File: src/rtl/fetch_stage.sv
// Instruction fetch stage: owns the PC, talks req/gnt/rvalid to imem,
// and holds the IF/ID register with a one-entry skid buffer.
module fetch_stage #(
  parameter logic [31:0] RESET_PC  = 32'h0000_0000,
  parameter logic [31:0] NOP_INSTR = 32'h0000_0013
) (
  input  logic        clk,
  input  logic        rst_n,
  output logic        imem_req,
  output logic [31:0] imem_addr,
  input  logic        imem_gnt,
  input  logic        imem_rvalid,
  input  logic [31:0] imem_rdata,
  input  logic        stall,
  input  logic        redirect,
  input  logic [31:0] redirect_pc,
  output logic        id_valid,
  output logic [31:0] id_instruction,
  output logic [31:0] id_pc,
  output logic [31:0] id_pc_plus4
);

  localparam logic [2:0] S_IDLE = 3'd0;
  localparam logic [2:0] S_REQ  = 3'd1;
  localparam logic [2:0] S_WAIT = 3'd2;
  localparam logic [2:0] S_DROP = 3'd3;
  localparam logic [2:0] S_FULL = 3'd4;

  logic [2:0]  state_q, state_d;
  logic [31:0] pc_q, pc_d;
  logic [31:0] req_pc_q, req_pc_d;
  logic [31:0] skid_q, skid_d;
  logic        valid_q, valid_d;
  logic [31:0] instr_q, instr_d;
  logic [31:0] idpc_q, idpc_d;
  logic [31:0] idp4_q, idp4_d;

  logic        accept;
  logic        load;
  logic [31:0] load_instr;
  logic [31:0] tgt_pc;

  assign accept = ~valid_q | ~stall;
  assign tgt_pc = redirect_pc & ~32'd3;

  always_comb begin
    state_d    = state_q;
    pc_d       = pc_q;
    req_pc_d   = req_pc_q;
    skid_d     = skid_q;
    load       = 1'b0;
    load_instr = imem_rdata;
    unique case (state_q)
      S_IDLE: state_d = S_REQ;
      S_REQ: begin
        if (imem_gnt) begin
          req_pc_d = pc_q;
          pc_d     = pc_q + 32'd4;
          state_d  = redirect ? S_DROP : S_WAIT;
        end
      end
      S_WAIT: begin
        if (imem_rvalid) begin
          if (redirect) begin
            state_d = S_REQ;
          end else if (accept) begin
            load    = 1'b1;
            state_d = S_REQ;
          end else begin
            skid_d  = imem_rdata;
            state_d = S_FULL;
          end
        end else if (redirect) begin
          state_d = S_DROP;
        end
      end
      S_DROP: begin
        if (imem_rvalid) state_d = S_REQ;
      end
      S_FULL: begin
        if (redirect) begin
          state_d = S_REQ;
        end else if (!stall) begin
          load       = 1'b1;
          load_instr = skid_q;
          state_d    = S_REQ;
        end
      end
      default: state_d = S_IDLE;
    endcase
    if (redirect) pc_d = tgt_pc;
  end

  // Redirect outranks any load; a bare ~stall drains the slot.
  always_comb begin
    valid_d = valid_q;
    instr_d = instr_q;
    idpc_d  = idpc_q;
    idp4_d  = idp4_q;
    if (redirect) begin
      valid_d = 1'b0;
      instr_d = NOP_INSTR;
    end else if (load) begin
      valid_d = 1'b1;
      instr_d = load_instr;
      idpc_d  = req_pc_q;
      idp4_d  = req_pc_q + 32'd4;
    end else if (!stall) begin
      valid_d = 1'b0;
    end
  end

  always_ff @(posedge clk or negedge rst_n) begin
    if (!rst_n) begin
      state_q  <= S_IDLE;
      pc_q     <= RESET_PC & ~32'd3;
      req_pc_q <= '0;
      skid_q   <= '0;
      valid_q  <= 1'b0;
      instr_q  <= NOP_INSTR;
      idpc_q   <= '0;
      idp4_q   <= '0;
    end else begin
      state_q  <= state_d;
      pc_q     <= pc_d;
      req_pc_q <= req_pc_d;
      skid_q   <= skid_d;
      valid_q  <= valid_d;
      instr_q  <= instr_d;
      idpc_q   <= idpc_d;
      idp4_q   <= idp4_d;
    end
  end

  assign imem_req       = (state_q == S_REQ);
  assign imem_addr      = pc_q;
  assign id_valid       = valid_q;
  assign id_instruction = instr_q;
  assign id_pc          = idpc_q;
  assign id_pc_plus4    = idp4_q;

endmodule

File: config.mk
export PLATFORM = sky130hd
export DESIGN_NAME = fetch_stage
export DESIGN_NICKNAME = d
export VERILOG_FILES = /design/src/rtl/fetch_stage.sv
export SDC_FILE = /design/constraint.sdc
export NUM_CORES = 1
export LEC_CHECK = 0
export BUFFER_PORTS_ARGS = -buffer_cell sky130_fd_sc_hd__buf_2
export CELL_PAD_IN_SITES_DETAIL_PLACEMENT = 1
export CELL_PAD_IN_SITES_GLOBAL_PLACEMENT = 1
export CORE_ASPECT_RATIO = 0.6
export CORE_MARGIN = 2
export CORE_UTILIZATION = 41
export DETAILED_ROUTE_END_ITERATION = 8
export PLACE_DENSITY = 0.84
export SYNTH_ARGS = -nofsm -noshare
export SYNTH_HDL_FRONTEND = slang
export SYNTH_SLANG_ARGS = --single-unit
export TNS_END_PERCENT = 5
File: constraint.sdc
create_clock -name clk -period 2.4 [get_ports clk]
set_input_delay 0.6 -clock clk [delete_from_list [all_inputs] [get_ports clk]]
set_output_delay 0.6 -clock clk [all_outputs]
set_load 0.05 [all_outputs]
# Yosys cells after proc, flatten, opt, wreduce, memory -nomap -nowiden
# Index checks and enable logic that the tools add are counted.
totals:
  regBits: 196
  out_inout_bits: 130
  input_bits: 70
  wordCells: 59
op_classes:
  n_reduce_logical: 9
  n_mux: 26
  addsub: 2
  eq_ne: 9
  bitwise: 5
ops:
  columns: ["cell", "n"]
  rows:
  - ["32-bit 2-to-1 mux", 7]
  - ["32-bit by 3-bit adder with 32-bit output, second input constant", 2]
  - ["3-bit 2-to-1 mux", 8]
  - ["3-bit one-hot mux with 5 select lines", 1]
  - ["1-bit 2-to-1 mux", 9]
  - ["4-bit AND reduction", 2]
  - ["3-bit by 2-bit == test with 1-bit output, second input constant", 2]
  - ["3-bit != test, second input constant", 2]
  - ["2-bit AND reduction", 3]
  - ["2-bit nonzero test", 3]
  - ["1-bit inverter", 4]
  - ["3-bit by 1-bit == test with 1-bit output, second input constant", 1]
  - ["3-bit == test, second input constant", 1]
  - ["3-bit zero test", 1]
  - ["3-bit by 1-bit != test with 1-bit output, second input constant", 1]
  - ["2-bit by 1-bit != test with 1-bit output, second input constant", 1]
  - ["2-bit != test, second input constant", 1]
  - ["1-bit one-hot mux with 2 select lines", 1]
  - ["1-bit OR", 1]

# Longest topological paths before layout
depth:
  ltp_word: 8
  depth_mapped: 8
  depth_no_buf: 5

# Worst setup path after synthesis
# No wires, ideal clock.
synth_timing:
  path_kind: "register -> output"
  startpoint: "reg state_q[0]"
  endpoint: "out imem_req"
  required_time_ns: 1.800
  t_arrival_ns: 1.791
  slack_ns: 0.009
  n_path_buf: 1
  path_stages_with_launch: 3
  path_cell_list: "dfrtp_1 -> clkbuf_1 -> nor3b_1"
synth_between:
  elab_chain_len: 1
synth_lines:
  columns: ["element", "line", "rtl"]
  rows:
  - ["start: declaration", "29", "logic [2:0] state_q, state_d;"]
  - ["start signal: assignment", "124", "state_q <= state_d;"]
  - ["3-bit by 1-bit == test with 1-bit output", "135", "assign imem_req = (state_q == S_REQ);"]
  - ["end: declaration", "9", "output logic imem_req,"]
# Every way passes these cells.

# Worst setup path after layout
layout_timing:
  startpoint: "reg req_pc_q[9]"
  endpoint: "reg idp4_q[30] (netlist: id_pc_plus4[30])"
layout_between:
  elab_chain_len: 1
layout_lines:
  columns: ["element", "line", "rtl"]
  rows:
  - ["start: declaration", "31", "logic [31:0] req_pc_q, req_pc_d;"]
  - ["start signal: assignment", "126", "req_pc_q <= req_pc_d;"]
  - ["32-bit by 3-bit adder with 32-bit output", "107", "idp4_d = req_pc_q + 32'd4;"]
  - ["end signal: assignment", "131", "idp4_q <= idp4_d;"]
  - ["end: declaration", "36", "logic [31:0] idp4_q, idp4_d;"]
# Every way passes these cells.
# A chain may end at the register's enable or synchronous reset.

==> flow_summary.rst <==
.. list-table::
   :header-rows: 1

   * - Metric
     - Value
   * - Maximum clock rate
     - 429 MHz
   * - Gr usage total
     - 0.258
   * - Number of clock buffers inserted by TritonCTS
     - 17
   * - Horizontal die dimension
     - 193 um
   * - Top cell by count, worst path
     - or4_1
   * - Count of H-tree levels built during CTS
     - 4
   * - Highest ir drop seen on vdd
     - 1000 uV
   * - Area of the mapped netlist
     - 0.00880 mm^2
   * - Most used DFF post-synth
     - dfrtp_1
   * - Routability-driven placement congestion ratio
     - 0.822
   * - Antenna violations before repair
     - 0
   * - P per Cell Area
     - 1080 mW/mm^2
   * - Post-route clock skew
     - roughly 0.013 ns
   * - Critical path class
     - register to register
   * - Fraction of registers with async set/reset
     - 1.00
   * - Family of cells with the greatest summed delay on the critical path
     - simple AND/OR/NAND/NOR gates
   * - Leakage dissipation
     - between 5 and 6 nW
   * - Number of core rows
     - between 40 and 50
   * - Largest incremental delay on the critical path
     - 0.56 ns
   * - Unique masters post-synth
     - 48
   * - Final min period
     - 2.33 ns
   * - Clock tree from TritonCTS
     - done
   * - Starting utilization of the core area
     - 0.419
   * - Total routed wire length on the met1 layer
     - 14300 um
   * - Relative contribution of sequential cells to total power
     - 0.387
   * - Cell area after placement
     - roughly 0.010 mm^2
   * - Mapped Cells
     - between 900 and 1000
   * - Nets
     - 1176
   * - Post-layout total power
     - 11.9 mW
   * - Clock group share of total power
     - 0.246
   * - Routed length on met3
     - 1560 um
   * - Total wire length after detailed routing
     - 28400 um
   * - Outcome
     - finished clean
   * - Crit Path Max Fanout
     - 14
   * - Final Hold Slack
     - around 0.11 ns
   * - Ant diodes
     - 0
   * - Internal power contribution
     - 6.62 mW
   * - Post-detailed-route count of antenna-violating nets
     - 0
   * - Max_cap viols
     - 0
   * - Chain of cells forming the critical path
     - nand4_1 > or4_1 > buf_4 > or4_1 > a31oi_1
   * - Bufs and invs on worst path
     - 1
   * - Dominant cell by count in the synthesized netlist
     - nand2_1
   * - Maximum number of pins on one net before global-route repair
     - 59
   * - Clock tree root buffer cell
     - clkbuf_16
   * - Util after Layout
     - 0.522
   * - Routed length on met2
     - about 12000 um
   * - Wire length of the first global-routing pass
     - 45100 um
   * - Net switching fraction of the power
     - 0.441
   * - # setup viols final
     - 0
   * - Unrepaired setup endpoints after global routing
     - no
   * - Final instance area
     - 0.0110 mm^2
   * - Average size of a mapped cell
     - 9.77 um^2
   * - Via count of the first global-routing pass
     - 7981
   * - Count of final max-slew check failures
     - 0
   * - Clock transition at path regs
     - 0.07 ns
   * - Arrival time of the worst setup path
     - 2.69 ns
   * - Final Hold Fails
     - 0
   * - Drt first-iter violations
     - 478
   * - Die span in y
     - around 120 um
   * - Core footprint
     - 0.0210 mm^2
   * - Longest Clk Path Bufs
     - 2
   * - Detailed-route via count
     - between 7000 and 8000
   * - Syn. warnings
     - 0
   * - Layout cell share with drive strength beyond 1
     - 0.313
   * - Total I/O pin count
     - 200
   * - Average routed wire per standard cell
     - ~20 um
   * - Top routing layer in use
     - met4
   * - Most area-hungry cell type in the Yosys netlist
     - dfrtp_1
   * - HPWL after detailed placement
     - 20700 um
   * - Top post-synthesis cells by area
     - dfrtp_1 (53%), nand2_1 (8.2%), mux2_2 (7.4%)
   * - Post-synthesis sequential area ratio
     - 0.535
   * - Sort of element at the end of the critical path
     - register
   * - Port bufs
     - 191
   * - Power spent charging and discharging nets
     - 5.23 mW
   * - Class of the worst hold path
     - input pin to async pin
   * - Vias/cell
     - between 5 and 6
   * - Die Outline Area
     - 0.0227 mm^2
   * - Endpoint required time on the critical path
     - 2.76 ns
   * - Post-route clock period utilization
     - 0.971
   * - 1st-pass router iterations
     - 5
   * - Highest-delay cell along the critical path
     - or4_1
   * - TritonCTS Sinks
     - around 190
   * - Flip-flop and latch count after synthesis
     - 188
   * - Setup tns final
     - 0 ns
   * - Area growth syn-to-layout
     - 24.8%
   * - DRC
     - 0
   * - Most used standard cells in the synthesized netlist
     - nand2_1 (192), dfrtp_1 (185), o21ai_0 (75)
   * - Worst skew pair latency
     - 0.44 ns
   * - Number of enable flip-flop cells after synthesis
     - 0
   * - Top-area cell type share of the netlist area
     - 0.526
   * - CP Launch Type
     - register
   * - Total congestion overflow
     - 0
   * - Logic gate share of total power
     - 0.367
==> registers in the layout, indices dropped and copies added (netlist names) <==
register and flops:
id_instruction 32, skid_q 32, state_q 3, id_pc_plus4 30, id_pc 30, imem_addr 30, req_pc_q 30, id_valid 1
==> layer usage <==
metal / GRT usage / vias to the layer above
met2: 0.367 / 240
met4: 0.0445 / 0
met1: 0.408 / 3997
met3: 0.0528 / 15
li1: - / 3592
met5: 0 / -
==> per-stage QoR <==
step,cells,setup slack [ns]
after CTS,1395,0.0449
final,1396,0.0706
after global placement,1363,0.172
after detailed placement,1363,0.0529
after global routing,1396,0.00631
after floorplan,906,0.00886
==> placed cells by master, fill, tap and decap left out, types with 3 or more instances in the layout <==
cell type / Yosys / layout
and2_1: 6 / 6
nand4_1: 19 / 19
a31oi_1: 34 / 34
buf_2: 8 / 190
buf_12: 0 / 6
dfrtp_1: 185 / 184
clkbuf_16: 0 / 17
and3_1: 6 / 6
o21ai_0: 75 / 75
nand3_1: 15 / 15
inv_1: 11 / 11
or3_1: 13 / 13
nor3_1: 4 / 4
mux2_2: 58 / 58
clkinv_4: 0 / 3
buf_4: 6 / 52
o31ai_1: 22 / 22
or4_1: 28 / 28
inv_6: 0 / 5
a21oi_1: 31 / 31
o311ai_0: 3 / 3
nand2_1: 192 / 192
dfstp_2: 3 / 3
conb_1: 1 / 6
xor2_1: 10 / 10
nor2_1: 45 / 45
xnor2_1: 11 / 11
a211o_1: 29 / 29
and4_1: 6 / 6
==> power groups by stage <==
stage / clock network (mW) / logic [mW] / registers, mW
global route: 3.09 / 4.65 / 4.67
floorplan: 0 / 1.08 / 6.33
detailed placement: 0 / 4.35 / 4.63
finish: 2.92 / 4.35 / 4.58
CTS: 2.97 / 4.36 / 4.57
global placement: 0 / 4.22 / 4.56
==> area by class of cell <==
cell class | count | area (um^2)
fill | 2427 | 10000
sequential | 188 | 4710
multi-input combinational | 636 | 3810
timing repair buffer | 249 | 1480
clock buffer | 18 | 439
tap | 279 | 349
clock inverter | 14 | 159
inverter | 12 | 45.0
==> what timing repair did <==
item | in CTS | in global routing
buffers inserted | 0 | 1
hold buffers | 0 | 0
resized for setup | 0 | 0
setup endpoints to repair | 0 | 4
==> final timing paths <==
path	start	slack, ns	endpoint	cells past startpoint
max in group asynchronous	rst_n	1.62	imem_addr[4]	2
hold / removal	rst_n	0.11	id_instruction[11]	1
min in group clk	redirect_pc[7]	0.38	imem_addr[7]	3
hold reg to reg	id_pc[29]	0.47	id_pc[29]	2
setup reg to reg	req_pc_q[9]	0.07	id_pc_plus4[30]	5
setup / recovery	req_pc_q[9]	0.07	id_pc_plus4[30]	5
==> cells by family after synthesis <==
| logic type | Yosys count | synth area share |
|---|---|---|
| simple gates | 344 | 0.181 |
| compound gates | 204 | 0.145 |
| flops | 188 | 0.535 |
| buf+inv | 82 | 0.0396 |
| mux | 59 | 0.0753 |
| xor+xnor | 21 | 0.0209 |
| fa+ha+maj | 2 | 0.00284 |
| other cells | 1 | 0.000426 |
Power figures use the tool's default switching activity.
